--- src/rtl/seg_pkg.sv ---
// rtl/seg_pkg.sv - shared types and constants for the seven-segment scan driver
package seg_pkg;

   localparam int NUM_DIGITS = 4;
   localparam logic [3:0] AN_ALL_OFF = 4'b1111;

   // Digit slot currently being scanned; DIG0 is the rightmost digit.
   typedef enum logic [1:0] {
      DIG0 = 2'd0,
      DIG1 = 2'd1,
      DIG2 = 2'd2,
      DIG3 = 2'd3
   } digit_t;

   // One hex digit, as consumed by the hex-to-seven-segment decoder.
   typedef logic [3:0] nibble_t;

   // Active-low anode pattern that lights exactly one digit.
   function automatic logic [3:0] anode_for(input digit_t d);
      return ~(4'b0001 << d);
   endfunction

endpackage

--- src/rtl/scan_tick_gen.sv ---
// rtl/scan_tick_gen.sv - per-slot prescaler producing the digit slot wrap
module scan_tick_gen #(
   parameter int REFRESH_DIV = 100000,
   parameter int CNT_W       = $clog2(REFRESH_DIV)
) (
   input  logic             clk,
   input  logic             rst_n,
   output logic [CNT_W-1:0] tick_cnt,
   output logic             slot_wrap
);

   localparam logic [CNT_W-1:0] LAST_TICK = CNT_W'(REFRESH_DIV - 1);

   assign slot_wrap = (tick_cnt == LAST_TICK);

   // Count 0..REFRESH_DIV-1 and wrap, giving an exact, drift-free slot length.
   always_ff @(posedge clk or negedge rst_n) begin
      if (!rst_n) begin
         tick_cnt <= '0;
      end else if (slot_wrap) begin
         tick_cnt <= '0;
      end else begin
         tick_cnt <= tick_cnt + 1'b1;
      end
   end

endmodule

--- src/rtl/seg_scan_mux.sv ---
// rtl/seg_scan_mux.sv - 4-digit common-anode scan driver with blanking and shadowed input
module seg_scan_mux
   import seg_pkg::*;
#(
   parameter int REFRESH_DIV  = 100000,
   parameter int BLANK_CYCLES = 1000
) (
   input  logic        clk,
   input  logic        rst_n,
   input  logic [15:0] value,
   input  logic [3:0]  digit_en,
   input  logic        lz_blank,
   output logic [3:0]  nibble,
   output logic [3:0]  an,
   output logic        frame_start
);

   localparam int CNT_W = $clog2(REFRESH_DIV);
   localparam logic [CNT_W-1:0] BLANK_LIMIT = CNT_W'(BLANK_CYCLES);

   logic [CNT_W-1:0] tick_cnt;
   logic             slot_wrap;

   digit_t           digit_sel;
   digit_t           digit_nxt;

   logic [15:0]      shadow_val;
   logic [3:0]       shadow_en;
   logic             shadow_lz;

   logic             frame_bound;
   logic             blank_phase;
   logic [3:0]       upper_zero;
   logic             suppress;
   nibble_t          cur_nibble;
   logic [3:0]       an_nxt;

   scan_tick_gen #(
      .REFRESH_DIV (REFRESH_DIV),
      .CNT_W       (CNT_W)
   ) u_tick (
      .clk       (clk),
      .rst_n     (rst_n),
      .tick_cnt  (tick_cnt),
      .slot_wrap (slot_wrap)
   );

   // Slot 0 at tick 0 is the frame boundary; it is also the first cycle after reset.
   assign frame_bound = (digit_sel == DIG0) && (tick_cnt == '0);
   assign blank_phase = (tick_cnt < BLANK_LIMIT);

   // Digit state register.
   always_ff @(posedge clk or negedge rst_n) begin
      if (!rst_n) begin
         digit_sel <= DIG0;
      end else begin
         digit_sel <= digit_nxt;
      end
   end

   // Advance to the next digit only when the prescaler wraps.
   always_comb begin
      digit_nxt = digit_sel;
      if (slot_wrap) begin
         case (digit_sel)
            DIG0:    digit_nxt = DIG1;
            DIG1:    digit_nxt = DIG2;
            DIG2:    digit_nxt = DIG3;
            DIG3:    digit_nxt = DIG0;
            default: digit_nxt = DIG0;
         endcase
      end
   end

   // Capture inputs once per frame so a mid-frame change never tears the display.
   always_ff @(posedge clk or negedge rst_n) begin
      if (!rst_n) begin
         shadow_val <= 16'h0000;
         shadow_en  <= 4'h0;
         shadow_lz  <= 1'b0;
      end else if (frame_bound) begin
         shadow_val <= value;
         shadow_en  <= digit_en;
         shadow_lz  <= lz_blank;
      end
   end

   // Leading-zero detection and per-slot nibble/anode selection.
   always_comb begin
      upper_zero    = 4'b0000;
      upper_zero[3] = (shadow_val[15:12] == 4'h0);
      upper_zero[2] = upper_zero[3] && (shadow_val[11:8] == 4'h0);
      upper_zero[1] = upper_zero[2] && (shadow_val[7:4]  == 4'h0);
      // Digit 0 always shows, so an all-zero value still reads "0".
      upper_zero[0] = 1'b0;

      suppress = shadow_lz && upper_zero[digit_sel];

      case (digit_sel)
         DIG0:    cur_nibble = shadow_val[3:0];
         DIG1:    cur_nibble = shadow_val[7:4];
         DIG2:    cur_nibble = shadow_val[11:8];
         DIG3:    cur_nibble = shadow_val[15:12];
         default: cur_nibble = shadow_val[3:0];
      endcase

      if (blank_phase || !shadow_en[digit_sel] || suppress) begin
         an_nxt = AN_ALL_OFF;
      end else begin
         an_nxt = anode_for(digit_sel);
      end
   end

   // Registered outputs; anodes drop to all-off immediately on reset.
   always_ff @(posedge clk or negedge rst_n) begin
      if (!rst_n) begin
         nibble      <= 4'h0;
         an          <= AN_ALL_OFF;
         frame_start <= 1'b0;
      end else begin
         nibble      <= cur_nibble;
         an          <= an_nxt;
         frame_start <= frame_bound;
      end
   end

endmodule
--- config.mk ---
export PLATFORM = sky130hd
export DESIGN_NAME = seg_scan_mux
export DESIGN_NICKNAME = d
export VERILOG_FILES = /design/src/rtl/seg_pkg.sv /design/src/rtl/scan_tick_gen.sv /design/src/rtl/seg_scan_mux.sv
export SDC_FILE = /design/constraint.sdc
export NUM_CORES = 1
export LEC_CHECK = 0
export CORE_ASPECT_RATIO = 0.8
export CORE_UTILIZATION = 30
export DETAILED_ROUTE_END_ITERATION = 10
export PLACE_DENSITY = 0.55
export SLEW_MARGIN = 20
export SYNTH_ARGS = -nofsm -noshare
export SYNTH_HDL_FRONTEND = slang
export SYNTH_SLANG_ARGS = --single-unit
export TNS_END_PERCENT = 20
--- constraint.sdc ---
create_clock -name clk -period 2.6 [get_ports clk]
set_input_delay 0.52 -clock clk [delete_from_list [all_inputs] [get_ports clk]]
set_output_delay 0.52 -clock clk [all_outputs]
set_load 0.05 [all_outputs]
Word-level counts from Yosys, hierarchy flattened
Index checks and enable logic that the tools add are counted.
- input bits: 23
- register bits after elaboration: 49
- output and inout bits: 9
- add/sub/neg operators: 1
- bitwise operators: 1
- reduce and logical (&&, ||, !) cells: 12
- eq/ne operators: 4
- magnitude comparators: 2
- muxes and demuxes: 8
- shift-type cells: 1
- operators with widths (kind ; number):
    $add 17x1->17 const B ; 1
    $eq 17x17->1 const B ; 1
    $logic_not 17->1 ; 1
    $lt 17x10->1 const B ; 1
    $mux 17 ; 1
    $pmux 4 s4 ; 1
    $logic_not 4->1 ; 3
    $pmux 2 s4 ; 1
    $bmux 1 s2 ; 2
    $eq 2x2->1 const B ; 2
    $logic_and 1x1->1 ; 4
    $mux 4 ; 1
    $not 4->4 ; 1
    $shl 1x2->4 const A ; 1
    $lt 2x3->1 const B ; 1
    $eq 2x1->1 const B ; 1
    $logic_not 2->1 ; 1
    $logic_or 1x1->1 ; 2
    $mux 1 ; 2
    $logic_not 1->1 ; 1

Longest topological paths before layout
- depth in word-level cells: 8
- gate-level depth with buffers: 8
- gate-level depth less buffers: 6

Cells and area by module
Synthesis repeated with hierarchy kept, for this count alone.
- cell total of the unflattened synthesis: 176
- area, all modules: 2290.9 µm²
- modules (own cells, without submodules) (module ; area an instance (µm²) ; times used ; cells an instance):
    seg_scan_mux ; 1497.7 ; 1 ; 102
    scan_tick_gen ; 793.3 ; 1 ; 74

Least setup slack after synthesis
No wires, ideal clock.
- path kind: reg-to-reg
- start: register digit_sel[0]
- end: register shadow_en[0]
- setup time: 0.125 ns
- setup slack: 0.310 ns
- stages on the path, launching flop included: 9
- arrival: 2.165 ns
- path buffers: 2
- clock period less this slack: 2.290 ns
- cell sequence: dfrtp_1 > inv_1 > ha_1 > clkbuf_1 > nand3b_1 > or4_1 > nor3_4 > buf_6 > mux2_2
- word-level cells in the longest chain between the ends: 2
- ends and longest elaborated chain (element ; line ; text):
    start: declaration ; seg_scan_mux.sv:24 ; digit_t digit_sel;
    start signal: assignment ; seg_scan_mux.sv:57 ; digit_sel <= digit_nxt;
    $logic_not 2->1 ; seg_scan_mux.sv:49 ; assign frame_bound = (digit_sel == DIG0) && (tick_cnt == '0);
    $logic_and 1x1->1 ; seg_scan_mux.sv:49 ;
    end signal: assignment ; seg_scan_mux.sv:83 ; shadow_en <= digit_en;
    end: declaration ; seg_scan_mux.sv:28 ; logic [3:0] shadow_en;
No other way between the ends.
A chain may end at the register's enable or synchronous reset.

Worst setup path in the final report
- start: register u_tick.tick_cnt[11]
- end: register shadow_en[2]
- word-level cells in the longest chain between the ends: 2
- ends and longest elaborated chain (element ; line ; text):
    start: declaration ; scan_tick_gen.sv:8 ; output logic [CNT_W-1:0] tick_cnt,
    start signal: assignment ; scan_tick_gen.sv:23 ; tick_cnt <= tick_cnt + 1'b1;
    $logic_not 17->1 ; seg_scan_mux.sv:49 ;
    $logic_and 1x1->1 ; seg_scan_mux.sv:49 ;
No other way between the ends.

==> summary.txt <==
Outcome
  • Status: finished with violations
  • Failing checks: DRC

Yosys
  • Most instantiated cells after synthesis: dfrtp_1, mux2_2, xnor2_1
  • Syn Inst Count: 174
  • Syn Nets: 203
  • Async SR Flop Fraction: 1.00
  • Most area-hungry cell type in the Yosys netlist: dfrtp_1
  • Synth area leaders: dfrtp_1, mux2_2, dfstp_2
  • Primary FF master, synth: dfrtp_1
  • Most common cell in the netlist: dfrtp_1
  • Post-synthesis cell type count: 35
  • Syn_area_per_cell: 12.7 um^2
  • Yosys warning count: 0
  • Synth Cell Area: 2210 um^2
  • Register area share after synthesis: 0.558
  • Share of the synthesized area in the top cell type: 0.510
  • EDFF count, synth: 0
  • Yosys reg bits: 49

Clocking
  • H-tree depth: 2
  • CTS Hold Bufs: 0
  • Clock Latency Late Sink: 0.30 ns
  • Clock-pin slew on the worst setup and hold paths: 0.09 ns
  • CTS Buffer Depth: 2
  • Post-CTS Resized: 0
  • CTS Sinks: 49
  • # Post-CTS Setup Buffers: 0
  • CTS Buf Count: 5
  • CTS Root Cell: clkbuf_8
  • CTS tree: yes

Placed design
  • Cells after DPL: 291
  • Post-DP HPWL: 2.98 mm
  • Dpl ws: 0.413 ns
  • Final Wtd Congestion: 0.769
  • Port Buffers: 31

Power and ir drop
  • Clock power share: 0.386
  • Seq pwr share: 0.554
  • Logic pwr share: 0.060
  • P per Cell Area: 522 nW/um^2
  • Power Internal: 1.14 mW
  • Switching part of the total: 0.203
  • Leakage power: 1.15 nW
  • Psw: 0.292 mW
  • Max VDD drop: 0.199 mV

GRT
  • Vias in the first global route: 1,408
  • Initial antenna violation count: 0
  • Grt total ovfl: 0
  • Global-route wire length before repair: 6.90 mm
  • Largest net degree at the start of global routing: 50
  • Total track usage: 0.117

STA
  • Tmin final: 2.19 ns
  • Setup TNS: 0 ns
  • Final Hold Viols: 0
  • Period utilization: 0.844
  • Worst Tran Pin Value: 0.613 ns
  • Finish-stage setup viols: 0
  • Fmax: between 0.4 and 0.5 GHz
  • Max Clock Skew: 0.00942 ns
  • Slew headroom: 0.592
  • Max Slew Vio Count: 0
  • Setup ws final: around 0.41 ns
  • RSZ-0062 raised after global routing: false

Drt
  • DR vias/cell: 4.82
  • Drt drc: 2
  • Wirelength per Cell: 13.9 um
  • First-iteration detailed-routing DRC count: 75
  • Post-DRT Antenna Nets: 0
  • DRT Pass-1 Iters: 7
  • Routed via count: approximately 1,400
  • Post-Route WL: 4.15 mm

Worst hold path
  • Worst min-delay path class: in2async

Setup path
  • Worst Setup End Kind: flip-flop
  • CP max FO: 21
  • Critical Path Source Type: flip-flop
  • Worst EP required: about 2.8 ns
  • Critical-path cell list: or3_1 > or4_4 > nor3_4 > buf_12 > mux2_2
  • CP peak stage delay: 0.46 ns
  • Setup CP Type: reg2reg
  • Slowest cell on crit path: or4_4
  • Arr. time, crit path: roughly 2.4 ns

Flow run
  • Maximum capacitance violations: 0

Die
  • Core area: 6990 um^2
  • Starting Density: 0.316
  • Die Area: approximately 7700 um^2
  • Horiz. Die Dim: 97.9 um
  • # rows: 27
  • Die Span Y: 78.7 um
  • I/O pin total: 32

Finish
  • Core Util, Final: 0.393
  • Fin cells: 299
  • Layout cells sized above 1: 0.208
  • Fillers: 666
  • Area Overhead vs Synth: 24.5%
  • Inserted Diodes: 0
  • Final nets: 240
flip-flops by register name, summed over array words and instances (netlist names):
name / flops
nibble: 4
shadow_en: 4
u_tick.tick_cnt: 17
frame_start: 1
an: 4
shadow_val: 16
shadow_lz: 1
digit_sel: 2
cells in the final DEF (no fill, tap or decap), drive strengths merged, types with 2 or more instances in the layout:
| cell type | instances |
|---|---|
| clkbuf | 6 |
| a222oi | 4 |
| nor4 | 5 |
| dfrtp | 45 |
| nor3 | 5 |
| or4 | 3 |
| nand2 | 6 |
| buf | 5 |
| mux2i | 5 |
| xor2 | 4 |
| clkdlybuf4s50 | 30 |
| inv | 9 |
| ha | 6 |
| and4 | 2 |
| nor2b | 2 |
| mux2 | 22 |
| dfstp | 4 |
| nand3 | 9 |
| nand4 | 6 |
| nor2 | 10 |
| xnor2 | 11 |
cell families (layout without fill, tap and decap cells):
| logic type | count (synthesis) | after routing | synth area share |
|---|---|---|---|
| compound gates | 7 | 7 | 0.0278 |
| xor+xnor | 15 | 15 | 0.0595 |
| fa+ha+maj | 6 | 6 | 0.0340 |
| buf+inv | 14 | 52 | 0.0312 |
| flops | 49 | 49 | 0.558 |
| mux | 28 | 28 | 0.145 |
| simple gates | 55 | 55 | 0.145 |
worst paths after layout:
path	from	to	slack (ns)	cells past startpoint
max in group asynchronous	rst_n	u_tick.tick_cnt[4]	1.87	2
min	rst_n	u_tick.tick_cnt[13]	0.32	2
min in group clk	u_tick.tick_cnt[0]	u_tick.tick_cnt[0]	0.51	1
max reg2reg	u_tick.tick_cnt[11]	shadow_en[2]	0.41	5
min reg2reg	u_tick.tick_cnt[0]	u_tick.tick_cnt[0]	0.51	1
max	u_tick.tick_cnt[11]	shadow_en[2]	0.41	5
power groups by stage:
stage | Clock, mW | Combinational, mW | Sequential [mW]
after floorplan | 0 | 0.0193 | 0.816
after global placement | 0 | 0.0880 | 0.809
after detailed placement | 0 | 0.0883 | 0.809
after CTS | 0.574 | 0.0887 | 0.794
after global routing | 0.609 | 0.0944 | 0.797
final | 0.554 | 0.0860 | 0.794
per-stage QoR:
stage,power (mW),instance area (um^2),hold slack (ns)
after global routing,1.50,2750,0.371
after floorplan,0.836,2210,0.224
after global placement,0.897,2630,0.490
after detailed placement,0.898,2630,0.495
after CTS,1.46,2750,0.340
final,1.43,2750,0.317
area by class of cell:
class	count	area, um^2	share of cell area
well taps	87	109	0.0396
clock buffers	6	82.6	0.0300
repair buffers	35	348	0.127
multi-input cells	111	907	0.330
inverters	9	33.8	0.0123
clock inverters	2	37.5	0.0137
flip-flops and latches	49	1230	0.448
routing by layer:
layer | global-route usage | share of wire | up-vias
met3 | 0.0282 | 0.046 | 6
met2 | 0.161 | 0.40 | 28
met1 | 0.173 | 0.54 | 707
met5 | 0 | 0 | -
li1 | - | - | 699
met4 | 0.0485 | 0.015 | 0
worst max-delay path, delay by kind of cell (launching register included):
kind	cells	cell delay, ns
simple gates	3	1.11
flops	1	0.43
mux	1	0.34
buf+inv	1	0.19
(Power assumes the default switching activity.)
